## src/rtl/hp_to_fixed_if.sv

```systemverilog
// Handshake bundle between an FP16 producer and the hp_to_fixed decoder.
interface hp_to_fixed_if #(
  parameter int unsigned OUT_W = 16
);
  logic             in_valid;
  logic             in_ready;
  logic [15:0]      hp_in;
  logic             out_valid;
  logic             out_ready;
  logic [OUT_W-1:0] fx_out;
  logic [1:0]       Exceptions;

  modport master (
    output in_valid, hp_in, out_ready,
    input  in_ready, out_valid, fx_out, Exceptions
  );

  modport slave (
    input  in_valid, hp_in, out_ready,
    output in_ready, out_valid, fx_out, Exceptions
  );
endinterface

```

## src/rtl/hp_to_fixed.sv

```systemverilog
// FP16 to signed fixed-point converter: bit-serial shifter, round-to-nearest-even,
// saturation and the FP16 adder's 2-bit exception code.
module hp_to_fixed #(
  parameter int unsigned OUT_W  = 16,
  parameter int unsigned FRAC_W = 0
) (
  input  logic         clk,
  input  logic         rst_n,
  hp_to_fixed_if.slave bus
);
  localparam int unsigned MAG_W = OUT_W + 1;
  localparam int unsigned CNT_W = 6;

  typedef enum logic [1:0] {IDLE, SHIFT, ROUND, DONE} state_t;

  state_t           state_q, state_d;
  logic [MAG_W-1:0] mag_q, mag_d;
  logic [CNT_W-1:0] cnt_q, cnt_d;
  logic             left_q, left_d;
  logic             sign_q, sign_d;
  logic             guard_q, guard_d;
  logic             sticky_q, sticky_d;
  logic             ovf_q, ovf_d;
  logic [OUT_W-1:0] fx_q, fx_d;
  logic [1:0]       exc_q, exc_d;
  logic             in_ready_q, in_ready_d;
  logic             out_valid_q, out_valid_d;

  logic [4:0]        e_c;
  logic [9:0]        man_c;
  logic signed [7:0] s_c;
  logic signed [7:0] neg_c;
  logic [CNT_W-1:0]  n_c;
  logic [MAG_W-1:0]  rnd_c;
  logic [MAG_W-1:0]  lim_c;
  logic [MAG_W-1:0]  rnd_neg_c;

  assign bus.in_ready   = in_ready_q;
  assign bus.out_valid  = out_valid_q;
  assign bus.fx_out     = fx_q;
  assign bus.Exceptions = exc_q;

  always_ff @(posedge clk or negedge rst_n) begin
    if (!rst_n) begin
      state_q     <= IDLE;
      mag_q       <= '0;
      cnt_q       <= '0;
      left_q      <= 1'b0;
      sign_q      <= 1'b0;
      guard_q     <= 1'b0;
      sticky_q    <= 1'b0;
      ovf_q       <= 1'b0;
      fx_q        <= '0;
      exc_q       <= 2'b00;
      in_ready_q  <= 1'b1;
      out_valid_q <= 1'b0;
    end else begin
      state_q     <= state_d;
      mag_q       <= mag_d;
      cnt_q       <= cnt_d;
      left_q      <= left_d;
      sign_q      <= sign_d;
      guard_q     <= guard_d;
      sticky_q    <= sticky_d;
      ovf_q       <= ovf_d;
      fx_q        <= fx_d;
      exc_q       <= exc_d;
      in_ready_q  <= in_ready_d;
      out_valid_q <= out_valid_d;
    end
  end

  always_comb begin
    state_d     = state_q;
    mag_d       = mag_q;
    cnt_d       = cnt_q;
    left_d      = left_q;
    sign_d      = sign_q;
    guard_d     = guard_q;
    sticky_d    = sticky_q;
    ovf_d       = ovf_q;
    fx_d        = fx_q;
    exc_d       = exc_q;
    in_ready_d  = in_ready_q;
    out_valid_d = out_valid_q;

    // Signed shift count; right shifts are capped since later bits only feed sticky
    e_c   = bus.hp_in[14:10];
    man_c = bus.hp_in[9:0];
    s_c   = $signed({3'b000, e_c}) - 8'sd25 + $signed(8'(FRAC_W));
    neg_c = -s_c;
    if (s_c >= 8'sd0)       n_c = CNT_W'(s_c);
    else if (neg_c > 8'sd12) n_c = CNT_W'(12);
    else                     n_c = CNT_W'(neg_c);

    rnd_c     = mag_q + MAG_W'(guard_q && (sticky_q || mag_q[0]));
    lim_c     = (MAG_W'(1) << (OUT_W - 1)) - MAG_W'(!sign_q);
    rnd_neg_c = MAG_W'(0) - rnd_c;

    unique case (state_q)
      IDLE: begin
        if (bus.in_valid && in_ready_q) begin
          in_ready_d = 1'b0;
          if (e_c == 5'd31 || (e_c == 5'd0 && man_c != 10'd0)) begin
            fx_d        = '0;
            exc_d       = 2'b11;
            out_valid_d = 1'b1;
            state_d     = DONE;
          end else if (e_c == 5'd0) begin
            fx_d        = '0;
            exc_d       = 2'b00;
            out_valid_d = 1'b1;
            state_d     = DONE;
          end else begin
            sign_d   = bus.hp_in[15];
            mag_d    = MAG_W'({1'b1, man_c});
            guard_d  = 1'b0;
            sticky_d = 1'b0;
            ovf_d    = 1'b0;
            left_d   = (s_c >= 8'sd0);
            cnt_d    = n_c;
            state_d  = (n_c == '0) ? ROUND : SHIFT;
          end
        end
      end
      SHIFT: begin
        if (left_q) begin
          // A set top bit would leave the representable range on this shift
          if (mag_q[OUT_W-1]) begin
            ovf_d   = 1'b1;
            state_d = ROUND;
          end else begin
            mag_d = mag_q << 1;
            cnt_d = cnt_q - CNT_W'(1);
            if (cnt_q == CNT_W'(1)) state_d = ROUND;
          end
        end else begin
          guard_d  = mag_q[0];
          sticky_d = sticky_q | guard_q;
          mag_d    = mag_q >> 1;
          cnt_d    = cnt_q - CNT_W'(1);
          if (cnt_q == CNT_W'(1)) state_d = ROUND;
        end
      end
      ROUND: begin
        if (ovf_q || rnd_c > lim_c) begin
          exc_d = 2'b01;
          fx_d  = sign_q ? {1'b1, {(OUT_W-1){1'b0}}} : {1'b0, {(OUT_W-1){1'b1}}};
        end else if (rnd_c == '0) begin
          exc_d = 2'b10;
          fx_d  = '0;
        end else begin
          exc_d = 2'b00;
          fx_d  = sign_q ? OUT_W'(rnd_neg_c) : OUT_W'(rnd_c);
        end
        out_valid_d = 1'b1;
        state_d     = DONE;
      end
      DONE: begin
        if (bus.out_ready) begin
          out_valid_d = 1'b0;
          in_ready_d  = 1'b1;
          state_d     = IDLE;
        end
      end
      default: state_d = IDLE;
    endcase
  end
endmodule

```

## src/flat_wrapper.sv

```systemverilog
// flat-port wrapper written by rule: the top's interface ports become plain ports
module hp_to_fixed_flat 
#(
  parameter int unsigned OUT_W  = 16,
  parameter int unsigned FRAC_W = 0
)
  (clk, rst_n, bus_in_valid, bus_hp_in, bus_out_ready, bus_in_ready, bus_out_valid, bus_fx_out, bus_Exceptions);
  hp_to_fixed_if #(.OUT_W(OUT_W)) bus_i ();
  input  logic clk;
  input  logic rst_n;
  input wire logic [$bits(bus_i.in_valid)-1:0] bus_in_valid;
  input wire logic [$bits(bus_i.hp_in)-1:0] bus_hp_in;
  input wire logic [$bits(bus_i.out_ready)-1:0] bus_out_ready;
  output wire logic [$bits(bus_i.in_ready)-1:0] bus_in_ready;
  output wire logic [$bits(bus_i.out_valid)-1:0] bus_out_valid;
  output wire logic [$bits(bus_i.fx_out)-1:0] bus_fx_out;
  output wire logic [$bits(bus_i.Exceptions)-1:0] bus_Exceptions;
  assign bus_i.in_valid = bus_in_valid;
  assign bus_i.hp_in = bus_hp_in;
  assign bus_i.out_ready = bus_out_ready;
  assign bus_in_ready = bus_i.in_ready;
  assign bus_out_valid = bus_i.out_valid;
  assign bus_fx_out = bus_i.fx_out;
  assign bus_Exceptions = bus_i.Exceptions;
  hp_to_fixed #(.OUT_W(OUT_W), .FRAC_W(FRAC_W)) u_core (.clk(clk), .rst_n(rst_n), .bus(bus_i));
endmodule
```

## config.mk

```make
export PLATFORM = sky130hd
export DESIGN_NAME = hp_to_fixed_flat
export DESIGN_NICKNAME = d
export VERILOG_FILES = /design/src/rtl/hp_to_fixed_if.sv /design/src/rtl/hp_to_fixed.sv /design/src/flat_wrapper.sv
export SDC_FILE = /design/constraint.sdc
export NUM_CORES = 1
export LEC_CHECK = 0
export CORE_MARGIN = 2
export CORE_UTILIZATION = 56
export DETAILED_ROUTE_END_ITERATION = 12
export HOLD_SLACK_MARGIN = 0.12
export PLACE_DENSITY_LB_ADDON = 0.12
export SKIP_LAST_GASP = 1
export SYNTH_ARGS = -nofsm -noshare
export SYNTH_HDL_FRONTEND = slang
export SYNTH_SLANG_ARGS = --single-unit
export TNS_END_PERCENT = 10
```

## constraint.sdc

```tcl
create_clock -name clk -period 8.51 [get_ports clk]
set_input_delay 1.2765 -clock clk [delete_from_list [all_inputs] [get_ports clk]]
set_output_delay 1.2765 -clock clk [all_outputs]
set_load 0.05 [all_outputs]
```

==> impl_metrics.yaml <==
run_status:
  status: "completed"
synth:
  synth-seq-cells: 49
  syn_area_per_cell_sq_um: 8.14
  synthArstFlopShare_pct: 100
  yosysMostFrequentCell: "nand2_1"
  synthesis.area_sq_um: 3950
  yosys.area.top_type: "dfrtp_1"
  synth_edf_count: 0
  ys_warn_count: 0
  synth.distinct_cells: 73
  synth_ff_type: "dfrtp_1"
  yosysTopAreaCellShare_pct: 30.4
  synth-seq-area-share_pct: 31.1
  synth_nets: 531
  netlist_instances: 485
  synth_common_cells: "nand2_1 (55), dfrtp_1 (48), nor2_1 (42), o21ai_0 (34), inv_1 (27)"
  ys_top_cells_by_area: "dfrtp_1 (30%), ha_1 (8.2%), nand2_1 (5.2%), o21ai_0 (4.3%), nor2_1 (4.0%)"
placement:
  place_ws_ns: 4.03
  gp_congestion: 0.919
  portBuffers: 39
  dp_hpwl_microns: 7240
  dp.cells: 592
setup_path:
  ff2ff_setup_slack_ns: 4.08
  required_ns: 8.70
  path_cells: "nor2_1, nor2_1, ha_1, ha_1, nand4_2, nor4_1, xor2_1, ha_1, or4_1, a211oi_1, o31ai_1, or2_2, a2bb2oi_1, o311ai_0"
  cp_slowest_cell: "or4_1"
  end_kind: "register"
  cp_num_cells: 14
  arrival_ns: 4.62
  cp_top_family: "simple AND/OR/NAND/NOR gates"
  crit_type: "register to register"
  reg2reg_depth: 14
  reg2reg_to: "u_core.bus.fx_out[1]"
  crit_top_cell: "ha_1"
  rr_startpoint: "u_core.mag_q[0]"
  cpPeakStageDelay_ns: 0.53
  crit_path_max_fanout: 13
  startpoint_type: "register"
  worst-path-buf-inv: 0
detailed_routing:
  drt_iter0_drc: 219
  ant_nets: 0
  top_layer_used: "met4"
  wl_met3_microns: 514
  drcViolationCount: 0
  vias: 3756
  drt-met1-wl_microns: 4240
  wl_per_cell_microns: 16.2
  via_per_inst: 6.26
  drtPass1Iterations: 7
  postRouteWirelength_microns: 9700
  dr_wl_met2_microns: 4600
layout:
  fin_nets: 549
  regArea_sq_um: 1230
  drive_above_1_share_pct: 5.75
  final_cells: 600
  diodes: 0
  multiInputGateArea_sq_um: 2500
  utilization_pct: 65.3
  area_growth_pct: 12.4
  fillers: 575
die:
  pin_count: 40
  fp.dieH_microns: 88.0
  rows: 30
  die_width_microns: 88.0
  initial_core_util_pct: 58.1
  coreArea_sq_um: 6790
  dieArea_sq_um: 7740
global_routing:
  grt_pass1_vias: 3487
  grt.total_usage_pct: 26.7
  grt_max_degree: 50
  grt_pass1_wl_microns: 16500
  antenna_found_initial: 0
  overflow: 0
timing:
  tightest_slew_ns: 1.07
  setup_tns_ns: 0
  max-slew-margin-rel_pct: 28.5
  fin_skew_ns: 0.00846
  max_freq_mhz: 226
  finalHoldViolCount: 0
  rsz0062_at_grt: "no"
  fin_crit_sh_pct: 52.1
  setup_violations: 0
  min_period_ns: 4.43
  setup_ws_ns: 4.08
  finalMaxSlewViolations: 0
clocking:
  postCtsHoldBufs: 0
  cts_tree: "yes"
  clk_pin_slew_ns: 0.10
  cts_sinks: 49
  cts_root_buffer: "clkbuf_8"
  ctsHtreeMaxLevel: 2
  cts.repair.resized: 0
  cts_buffers: 5
  clk_latency_ns: 0.31
  clk_path_buf_depth: 2
  cts_setup_buffers: 0
run:
  maxCapViolCount: 0
power:
  ir_drop_mv: 0.185
  p_leak_nw: 1.91
  pwr_density_cell_nw_per_um2: 394
hold_path:
  holdPathStages: 2
  hold_end: "u_core.bus.out_valid"
  hp-start: "u_core.bus.out_valid"
  min_path_type: "register to register"
cell usage in the layout (no fill, tap or decap), types with 5 or more instances in the layout:
cell type	n
nand2_1	55
dfrtp_1	48
nor2_1	42
clkdlybuf4s50_1	38
o21ai_0	34
inv_1	27
ha_1	26
a21oi_1	24
nand3_1	16
nor3_1	13
xnor2_1	12
xor2_1	9
nand4_1	9
o211ai_1	9
a221o_1	9
a31oi_1	8
and3_1	7
and2_1	7
nor4_1	6
o221ai_1	6
clkbuf_8	6
or2_2	5
or3_1	5
state kept, by name, indices dropped and copies added, names as in the netlist:
register and flops:
u_core.bus.fx_out 16, u_core.sticky_q 1, u_core.bus.out_valid 1, u_core.mag_q 16, u_core.sign_q 1, u_core.bus.in_ready 1
u_core.guard_q 1, u_core.ovf_q 1, u_core.left_q 1, u_core.state_q 2, u_core.bus.Exceptions 2, u_core.cnt_q 6
kinds of logic after synthesis:
logic type,Yosys count,synth area share (%)
mux,6,1.68
flops,49,31.1
fa+ha+maj,26,8.24
simple gates,189,24.0
compound gates,138,24.8
buf+inv,56,5.61
xor+xnor,21,4.66
worst register-to-register path: stages, from the launching register on:
cell,delay (ns)
dfrtp_1,0.42
nor2_1,0.06
nor2_1,0.08
ha_1,0.22
ha_1,0.38
nand4_2,0.27
nor4_1,0.52
xor2_1,0.26
ha_1,0.26
or4_1,0.53
a211oi_1,0.24
o31ai_1,0.14
or2_2,0.41
a2bb2oi_1,0.17
o311ai_0,0.36
worst max path at each step:
| stage | start | to | slack (ns) |
|---|---|---|---|
| 6_report | u_core.mag_q[0] | u_core.bus.fx_out[1] | 4.08 |
| 5_1_grt | u_core.mag_q[0] | u_core.bus.fx_out[1] | 3.63 |
| 2_1_floorplan | u_core.mag_q[0] | u_core.bus.fx_out[1] | 4.63 |
| 3_3_place_gp | u_core.mag_q[0] | u_core.bus.fx_out[1] | 4.18 |
| 3_5_place_dp | bus_hp_in[10] | u_core.cnt_q[2] | 4.03 |
| 4_1_cts | u_core.mag_q[0] | u_core.bus.fx_out[1] | 4.06 |
per-stage QoR:
step | hold WS [ns] | total power (W) | area (sq um)
finish | 0.489 | 0.00175 | 4440
global route | 0.524 | 0.00191 | 4440
detailed placement | 0.473 | 0.00160 | 4340
CTS | 0.494 | 0.00175 | 4440
global placement | 0.462 | 0.00157 | 4340
floorplan | 0.463 | 0.00132 | 3950
area by class of cell:
cell class,instances,share of cell area [%]
multi-input cells,380,56.3
flip-flops and latches,49,27.6
repair buffers,40,8.85
well taps,96,2.71
inverters,27,2.28
clock buffers,6,1.86
clock inverters,2,0.310
routing by layer:
metal	GRT usage, %	up-vias
li1	-	1824
met3	4.71	28
met2	43.0	136
met1	35.2	1768
met5	0	-
met4	11.7	0
power breakdown:
part	switching, W	total [W]	internal (W)	leakage [nW]
Sequential	0.000159	0.000502	0.000343	0.608
Clock	0.0000810	0.000147	0.0000660	0.0512
Combinational	0.000678	0.00110	0.000424	1.25
No activity file was read; power rests on OpenSTA's default activity.
